[src/rtl/uart_pkg.sv]
// Shared constants, FSM encoding and ASCII helpers for the UART event formatter.
package uart_pkg;

  localparam logic [7:0] CHAR_SP = 8'h20;
  localparam logic [7:0] CHAR_CR = 8'h0D;
  localparam logic [7:0] CHAR_LF = 8'h0A;

  typedef enum logic [1:0] {
    StIdle,
    StLoad,
    StSend,
    StGuard
  } fmt_state_e;

  function automatic logic [7:0] hex_char(input logic [3:0] n);
    return (n < 4'd10) ? (8'h30 + {4'h0, n}) : (8'h37 + {4'h0, n});
  endfunction

  // Channel digit, space, timestamp digits, CR, LF.
  function automatic int unsigned LINE_LEN(input int unsigned ts_w);
    return ts_w / 4 + 4;
  endfunction

endpackage

[src/rtl/event_fifo.sv]
// Single-clock FIFO with registered read data, valid the cycle after a pop.
module event_fifo #(
  parameter int unsigned WIDTH = 36,
  parameter int unsigned DEPTH = 16
) (
  input  logic             sys_clk_i,
  input  logic             sys_rst_i,
  input  logic             push,
  input  logic             pop,
  input  logic [WIDTH-1:0] wdata,
  output logic [WIDTH-1:0] rdata,
  output logic             full,
  output logic             empty
);

  localparam int unsigned AW = $clog2(DEPTH);
  localparam logic [AW:0] FullCnt = DEPTH[AW:0];

  logic [WIDTH-1:0] mem_q [DEPTH];
  logic [AW-1:0]    wr_ptr_q, rd_ptr_q;
  logic [AW:0]      count_q;
  logic             do_push, do_pop;

  assign full    = (count_q == FullCnt);
  assign empty   = (count_q == '0);
  // A full FIFO refuses the push even when a pop frees a slot in the same cycle.
  assign do_push = push & ~full;
  assign do_pop  = pop & ~empty;

  always_ff @(posedge sys_clk_i) begin
    if (do_push) begin
      mem_q[wr_ptr_q] <= wdata;
    end
  end

  always_ff @(posedge sys_clk_i) begin
    if (sys_rst_i) begin
      wr_ptr_q <= '0;
      rd_ptr_q <= '0;
      count_q  <= '0;
      rdata    <= '0;
    end else begin
      if (do_push) begin
        wr_ptr_q <= wr_ptr_q + 1'b1;
      end
      if (do_pop) begin
        rdata    <= mem_q[rd_ptr_q];
        rd_ptr_q <= rd_ptr_q + 1'b1;
      end
      if (do_push && !do_pop) begin
        count_q <= count_q + 1'b1;
      end else if (!do_push && do_pop) begin
        count_q <= count_q - 1'b1;
      end
    end
  end

endmodule

[src/rtl/uart_event_formatter.sv]
// Buffers hit events and serialises each as "<ch> <ts>\r\n" through the UART write/busy handshake.
module uart_event_formatter
  import uart_pkg::*;
#(
  parameter int unsigned TS_W  = 32,
  parameter int unsigned CH_W  = 4,
  parameter int unsigned DEPTH = 16
) (
  input  logic            sys_clk_i,
  input  logic            sys_rst_i,
  input  logic            evt_valid_i,
  output logic            evt_ready_o,
  input  logic [CH_W-1:0] evt_ch_i,
  input  logic [TS_W-1:0] evt_ts_i,
  output logic            uart_wr_o,
  output logic [7:0]      uart_dat_o,
  input  logic            uart_busy_i,
  output logic [15:0]     drop_cnt_o
);

  localparam int unsigned Nibs    = TS_W / 4;
  localparam int unsigned LineLen = LINE_LEN(TS_W);
  localparam int unsigned IdxW    = $clog2(LineLen + 1);
  localparam int unsigned EntW    = CH_W + TS_W;

  fmt_state_e      state_q;
  logic [3:0]      ch_q;
  logic [TS_W-1:0] ts_q;
  logic [IdxW-1:0] idx_q;
  logic            wr_q;
  logic [7:0]      dat_q;
  logic [15:0]     drop_q;
  logic [7:0]      next_byte;

  logic            fifo_full, fifo_empty, fifo_push, fifo_pop;
  logic [EntW-1:0] fifo_rdata;

  assign evt_ready_o = ~fifo_full;
  assign fifo_push   = evt_valid_i & ~fifo_full;
  assign fifo_pop    = (state_q == StIdle) & ~fifo_empty;
  assign uart_wr_o   = wr_q;
  assign uart_dat_o  = dat_q;
  assign drop_cnt_o  = drop_q;

  event_fifo #(
    .WIDTH(EntW),
    .DEPTH(DEPTH)
  ) u_fifo (
    .sys_clk_i(sys_clk_i),
    .sys_rst_i(sys_rst_i),
    .push     (fifo_push),
    .pop      (fifo_pop),
    .wdata    ({evt_ch_i, evt_ts_i}),
    .rdata    (fifo_rdata),
    .full     (fifo_full),
    .empty    (fifo_empty)
  );

  function automatic logic [7:0] line_byte(input logic [IdxW-1:0] idx, input logic [3:0] ch,
                                           input logic [TS_W-1:0] ts);
    int unsigned i;
    int unsigned k;
    logic [7:0]  b;
    i = 32'(idx);
    if (i == 0) begin
      b = hex_char(ch);
    end else if (i == 1) begin
      b = CHAR_SP;
    end else if (i < Nibs + 2) begin
      k = Nibs + 1 - i;  // most significant nibble first
      b = hex_char(4'(ts >> (4 * k)));
    end else if (i == Nibs + 2) begin
      b = CHAR_CR;
    end else begin
      b = CHAR_LF;
    end
    return b;
  endfunction

  always_comb begin
    next_byte = line_byte(idx_q, ch_q, ts_q);
  end

  always_ff @(posedge sys_clk_i) begin
    if (sys_rst_i) begin
      state_q <= StIdle;
      ch_q    <= '0;
      ts_q    <= '0;
      idx_q   <= '0;
      wr_q    <= 1'b0;
      dat_q   <= '0;
      drop_q  <= '0;
    end else begin
      wr_q <= 1'b0;
      if (evt_valid_i && fifo_full && (drop_q != 16'hFFFF)) begin
        drop_q <= drop_q + 16'd1;
      end
      case (state_q)
        StIdle: begin
          if (!fifo_empty) state_q <= StLoad;
        end
        StLoad: begin
          ch_q    <= 4'(fifo_rdata[EntW-1 -: CH_W]);
          ts_q    <= fifo_rdata[TS_W-1:0];
          idx_q   <= '0;
          state_q <= StSend;
        end
        StSend: begin
          if (!uart_busy_i) begin
            wr_q    <= 1'b1;
            dat_q   <= next_byte;
            idx_q   <= idx_q + 1'b1;
            state_q <= StGuard;
          end
        end
        StGuard: begin
          // Transmitter raises busy one cycle after the strobe; never sample it too early.
          state_q <= (idx_q == IdxW'(LineLen)) ? StIdle : StSend;
        end
        default: state_q <= StIdle;
      endcase
    end
  end

endmodule
[config.mk]
export PLATFORM = sky130hd
export DESIGN_NAME = uart_event_formatter
export DESIGN_NICKNAME = d
export VERILOG_FILES = /design/src/rtl/uart_pkg.sv /design/src/rtl/event_fifo.sv /design/src/rtl/uart_event_formatter.sv
export SDC_FILE = /design/constraint.sdc
export NUM_CORES = 1
export LEC_CHECK = 0
export CAP_MARGIN = 5
export CORE_MARGIN = 2
export CORE_UTILIZATION = 60
export DETAILED_ROUTE_END_ITERATION = 16
export GPL_TIMING_DRIVEN = 0
export PLACE_DENSITY = 0.78
export SLEW_MARGIN = 20
export SYNTH_ARGS = -nofsm -noshare
export SYNTH_HDL_FRONTEND = slang
export SYNTH_SLANG_ARGS = --single-unit
[constraint.sdc]
create_clock -name sys_clk_i -period 5.5 [get_ports sys_clk_i]
set_input_delay 0.55 -clock sys_clk_i [delete_from_list [all_inputs] [get_ports sys_clk_i]]
set_output_delay 0.55 -clock sys_clk_i [all_outputs]
set_load 0.05 [all_outputs]
Yosys cells after proc, flatten, opt, wreduce, memory -nomap -nowiden. Memory sizes are Yosys's and may differ from the RTL's. A register that Yosys moved wholly into a read port is not among the register bits. Cells that the tools add are included.

Memories kept: 1. Memory bits (writable): 576. Register bits after elaboration: 80. ROM bits: 0. Output and inout bits: 26. Input port bits: 40. Logic and storage cells: 76. Bits in latches: 0.

Equality and inequality tests: 10. Shift-type cells: 1. Multiplexer cells: 17. Add/sub/neg operators: 11. Reduce and logical (&&, ||, !) cells: 15. Div/mod/pow operators: 0. $mul: 0. Order comparisons: 3. Bitwise operators: 8.

Memory list: u_fifo.mem_q (depth 16, bits a word 36, read ports 1, clocked after memory_dff 1, wr ports 1, line event_fifo.sv:19) `logic [WIDTH-1:0] mem_q [DEPTH];`.

Operator list (number): 7-bit two-way mux (5); 32-bit by 32-bit >> shifter with 4-bit output (1); 6-bit by 4-bit adder with 7-bit output (first input constant) (4); 16-bit by 1-bit adder with 16-bit output (second input constant) (1); 16-bit inequality test (second input constant) (1); 4-bit by 1-bit adder with 4-bit output (second input constant) (3); 4-bit less-than comparator (second input constant) (3); 5-bit two-way mux (2); 4-bit == test (second input constant) (2); 2-bit case mux with 4 select lines (1); 4-bit case mux with 2 select lines (1); 2-bit two-way mux (3); 2-bit AND reduction (3); 5-bit by 1-bit adder with 5-bit output (second input constant) (1); 5-bit == test (second input constant) (1); 5-bit logical NOT (1); 4-bit by 4-bit subtractor with 5-bit output (first input constant) (1); 5-bit by 1-bit subtractor with 5-bit output (second input constant) (1); 1-bit bitwise AND (4); 2-bit == test (second input constant) (2); 4-bit by 1-bit == test with 1-bit output (second input constant) (1); 1-bit logical AND (4); 4-bit logical NOT (1); 4-bit two-way mux (1); 9 further kinds (17).

Depth between registers and ports, before layout.
Depth in word-level cells: 8. Depth in mapped cells: 13. Gate-level depth less buffers: 11.

Modules after synthesis. Synthesis repeated with hierarchy kept, for this count alone.

Cell total of the unflattened synthesis: 1442. Area total of the unflattened synthesis: 26932.1 um^2.

Modules (own cells, without submodules): event_fifo (cells each 1059, instances 1, area each 23735.3 um^2); uart_event_formatter (cells each 383, instances 1, area each 3196.8 um^2).

Worst setup path after synthesis. Ideal clock, no wire load.

Path kind: input port to flip-flop. From: in evt_valid_i. To: mem u_fifo.mem_q[3][0] (enable). Path buffers: 0. Cell stages on the path: 3. Data arrival time: 3711 ps. Data required time: 5026 ps. Path slack: 1316 ps. Setup time: 474 ps. Cell sequence: a21boi_1 nand2_1 nor3_1.

Longest elaborated chain between the ends: 4.

Ends and longest elaborated chain: start: declaration (line uart_event_formatter.sv:11) `input logic evt_valid_i,`; 1-bit bitwise AND (line uart_event_formatter.sv:39) `assign fifo_push = evt_valid_i & ~fifo_full;`; 1-bit bitwise AND (line event_fifo.sv:27) `assign do_push = push & ~full;`; 1-bit two-way mux (line event_fifo.sv:31) `if (do_push) begin`; 1-bit two-way mux (not written as such) (line event_fifo.sv:32) `mem_q[wr_ptr_q] <= wdata;`; end: declaration (line event_fifo.sv:19).

Every way passes these cells.

Worst setup path in the final report.
From: reg state_q[1]. To: reg u_fifo.count_q[4].

Longest elaborated chain between the ends: 6. Elaborated cells on any way between the ends: 8. Those cells by class: mux (1); bitwise (2); reduce/logical (5).

Ends and longest elaborated chain: start: declaration (line uart_event_formatter.sv:26) `fmt_state_e state_q;`; start signal: assignment (line uart_event_formatter.sv:86) `state_q <= StIdle;`; start signal: assignment (line uart_event_formatter.sv:100) `if (!fifo_empty) state_q <= StLoad;`; start signal: assignment (line uart_event_formatter.sv:106) `state_q <= StSend;`; 2-bit logical NOT * (line uart_event_formatter.sv:40) `assign fifo_pop = (state_q == StIdle) & ~fifo_empty;`; 1-bit bitwise AND * (line uart_event_formatter.sv:40); 1-bit bitwise AND * (line event_fifo.sv:28) `assign do_pop = pop & ~empty;`; 1-bit logical NOT (line event_fifo.sv:50) `if (do_push && !do_pop) begin`; 1-bit logical AND (line event_fifo.sv:50); 5-bit two-way mux or 2-bit nonzero test (tied branches); end signal: assignment (line event_fifo.sv:51) `count_q <= count_q + 1'b1;`; end signal: assignment (line event_fifo.sv:53) `count_q <= count_q - 1'b1;`; end: declaration (line event_fifo.sv:21) `logic [AW:0] count_q;`.

Every way passes the cells marked *; elsewhere a longest branch is shown, timed or not. A chain may end at the register's enable or synchronous reset.

==> run_results.csv <==
group,metric,value,unit
pwr,power.density,429.7,nW/µm²
clock_tree,cts_buffers,69,
synth,ys_seq_area_frac,0.7311,
route,finalWirelength,64270,µm
job,max-cap-violations,0,
layout,layout_commonest_cell,"edfxtp_1",
clock_tree,insertion_delay,0.60,ns
timing,period_needed,3.588,ns
clock_tree,clockBufferDepth,3,
synth,synth.distinct_cells,58,
timing,min_period_over_period,0.6523,
grt,gr-total-overflow,0,
critical_path,cp-startpoint,"state_q[1]$_SDFFE_PP0P_",
synth,synth_nets,1501,
critical_path,crit_arrival,4.11,ns
clock_tree,cts.sinks,691,
route,drt-met1-wl,23990,µm
timing,fmax,278.7,MHz
grt,grt_usage,0.2825,
floorplanning,io_pins,66,
timing,fin_worst_skew,0.01333,ns
floorplanning,rows,77,
layout,fin_nets,1683,
route,vias,14816,
critical_path,reg2reg_slack,1.91,ns
critical_path,r2r_end,"u_fifo.count_q[4]$_SDFFE_PP0P_",
clock_tree,post-cts-setup-buffer-count,0,
synth,async_flop_share,0,
floorplanning,die-area,46380,µm²
timing,finalSetupTns,0,ns
grt,grt_max_degree,20,
grt,antenna_found_initial,2,
route,dr.pass1.iters,6,
route,wl_per_cell,28.36,µm
synth,ys_warn_count,0,
clock_tree,hold_buffers,0,
pwr,ir_worst_vdd,0.2806,mV
synth,ys.flop_type,"edfxtp_1",
timing,drv_slew,0,
critical_path,r2r-start,"state_q[1]$_SDFFE_PP0P_",
route,postRouteAntennaNets,0,
layout,final_cell_mix,"edfxtp_1, mux4_2, nand2_1, dfxtp_1, a21oi_1",
floorplanning,die_w,215.4,µm
timing,hold_slack,0.4511,ns
clock_tree,cts_tree,"done",
pwr,p_leak,9.880,nW
min_path,worstHoldStart,"u_fifo.rdata[5]$_SDFFE_PP0P_",
route,met3_length,5588,µm
synth,synth_edf_count,576,
clock_tree,clk_pin_slew_worst_paths,0.06,ns
timing,slew-limit-headroom,0.2104,
timing,hold_viol,0,
synth,syn_area,26810,µm²
floorplanning,coreArea,44120,µm²
placement,gp_congestion,0.8707,
outcome,status,"finished clean",
floorplanning,die_y,215.4,µm
critical_path,path_class,"reg -> reg",
critical_path,endpoint,"u_fifo.count_q[4]$_SDFFE_PP0P_",
synth,synth_area_per_cell,18.59,µm²
route,top_layer_used,"met5",
grt,grt_pass1_wl,94370,µm
synth,syn_inst,1442,
layout,final_area,31250,µm²
timing,worst_pin_slew,1.184,ns
floorplanning,initial_core_util,0.6075,
synth,ys_seq_elements,691,
layout,syn_to_final_growth,16.58,%
route,wl_met2,31910,µm
critical_path,cp_max_fo,10,
critical_path,worst_setup_path_end_kind,"flip-flop",
timing,rsz0062_at_grt,"no",
placement,hpwl,39680,µm
min_path,hp-class,"reg -> reg",
clock_tree,cts_resized,0,
route,drc,0,
critical_path,reg2regPathDepth,13,
critical_path,crit_required,6.02,ns
placement,port_buffers,63,
grt,grt_pass1_vias,14838,
layout,drive_gt1_frac,0.2218,
clock_tree,cts-root-buf,"clkbuf_16",
route,routed_via_density,6.538,
clock_tree,htreeDepth,3,
layout,utilization,0.7083,
route,dr.first_iter.drc_count,1880,
timing,setup_violations,0,
placement,placed_area,29110,µm²
critical_path,startpoint_type,"flip-flop",
## cells in the mapped netlist (6+ instances only)
| cell | number | area (µm²) |
|---|---|---|
| or3_1 | 7 | 43.79 |
| a211oi_1 | 6 | 45.04 |
| nand4_1 | 8 | 50.05 |
| nand2_1 | 164 | 615.6 |
| xnor2_1 | 8 | 70.07 |
| a21oi_1 | 94 | 470.5 |
| buf_2 | 24 | 120.1 |
| edfxtp_1 | 576 | 17300 |
| ha_1 | 18 | 225.2 |
| inv_1 | 15 | 56.30 |
| nand3_1 | 11 | 55.05 |
| xor2_1 | 10 | 87.58 |
| nor2_1 | 54 | 202.7 |
| mux4_1 | 7 | 183.9 |
| dfxtp_1 | 115 | 2302 |
| clkbuf_1 | 48 | 180.2 |
| nor3_1 | 11 | 55.05 |
| mux4_2 | 181 | 4076 |
| o21ai_0 | 13 | 65.06 |
## power breakdown
part	internal, mW	switching [mW]
combinational	1.23	1.60
sequential	5.96	0.160
clock	2.60	1.88
total	9.80	3.63
## worst min-delay path by stage
stage | to | slack, ns | depth (start not counted)
finish | ts_q[5]$_SDFFE_PP0P_ | 0.45 | 2
global route | ts_q[20]$_SDFFE_PP0P_ | 0.47 | 2
CTS | drop_cnt_o[15]$_SDFFE_PP0P_ | 0.43 | 3
detailed placement | ts_q[5]$_SDFFE_PP0P_ | 0.44 | 2
global placement | ts_q[22]$_SDFFE_PP0P_ | 0.44 | 2
floorplan | ts_q[11]$_SDFFE_PP0P_ | 0.43 | 2
## critical path: stages, from the launching register on
cell and delay (ns):
dfxtp_1 0.30, clkbuf_1 0.20, nor2_1 0.17, a21boi_1 0.75, inv_1 0.12, clkbuf_1 0.29, ha_1 0.31, inv_1 0.14
ha_1 0.29, a21o_1 0.20, a21oi_1 0.18, xnor2_1 0.10, or3_1 0.33, a21oi_1 0.14
## sequential cells by signal, summed over array words and instances (netlist names)
name	flops
state_q	2
u_fifo.rdata	36
uart_wr_o	1
u_fifo.count_q	5
uart_dat_o	7
ts_q	32
ch_q	4
idx_q	4
u_fifo.wr_ptr_q	4
u_fifo.mem_q	576
u_fifo.rd_ptr_q	4
drop_cnt_o	16
## cell type report
type                    instances  area, µm²
multi-input cells             657       6917
flip-flops and latches        691      19600
diodes                          1      2.502
fillers                      2644      12870
well taps                     592      740.7
clock inverters                25      161.4
inverters                      15      56.30
plain buffers                  79      345.3
repair buffers                111       1449
clock buffers                  95       1982
## kinds of logic after synthesis
group / count (synthesis) / synth area share
DFF: 691 / 0.7311
and+or+nand+nor: 280 / 0.04579
muxes: 197 / 0.1626
AOI/OAI and AO/OA: 142 / 0.03034
buffers and inverters: 94 / 0.01498
adders and majority gates: 19 / 0.009148
xor gates and xnor gates: 18 / 0.005881
other: 1 / 0.0001399
## layer usage
layer / GRT usage / up-vias
li1: - / 6125
met1: 0.3704 / 7662
met2: 0.4699 / 868
met3: 0.05088 / 159
met4: 0.1264 / 2
met5: 0 / -
## through the flow
stage / cells / total power, mW / setup slack [ns]
after floorplan: 1442 / 8.102 / 1.316
after CTS: 2265 / 13.46 / 2.035
after global routing: 2266 / 13.85 / 1.793
after global placement: 2097 / 8.860 / -2.728
after detailed placement: 2145 / 8.979 / 1.841
final: 2266 / 13.43 / 1.912
No activity file was read; power rests on OpenSTA's default activity.
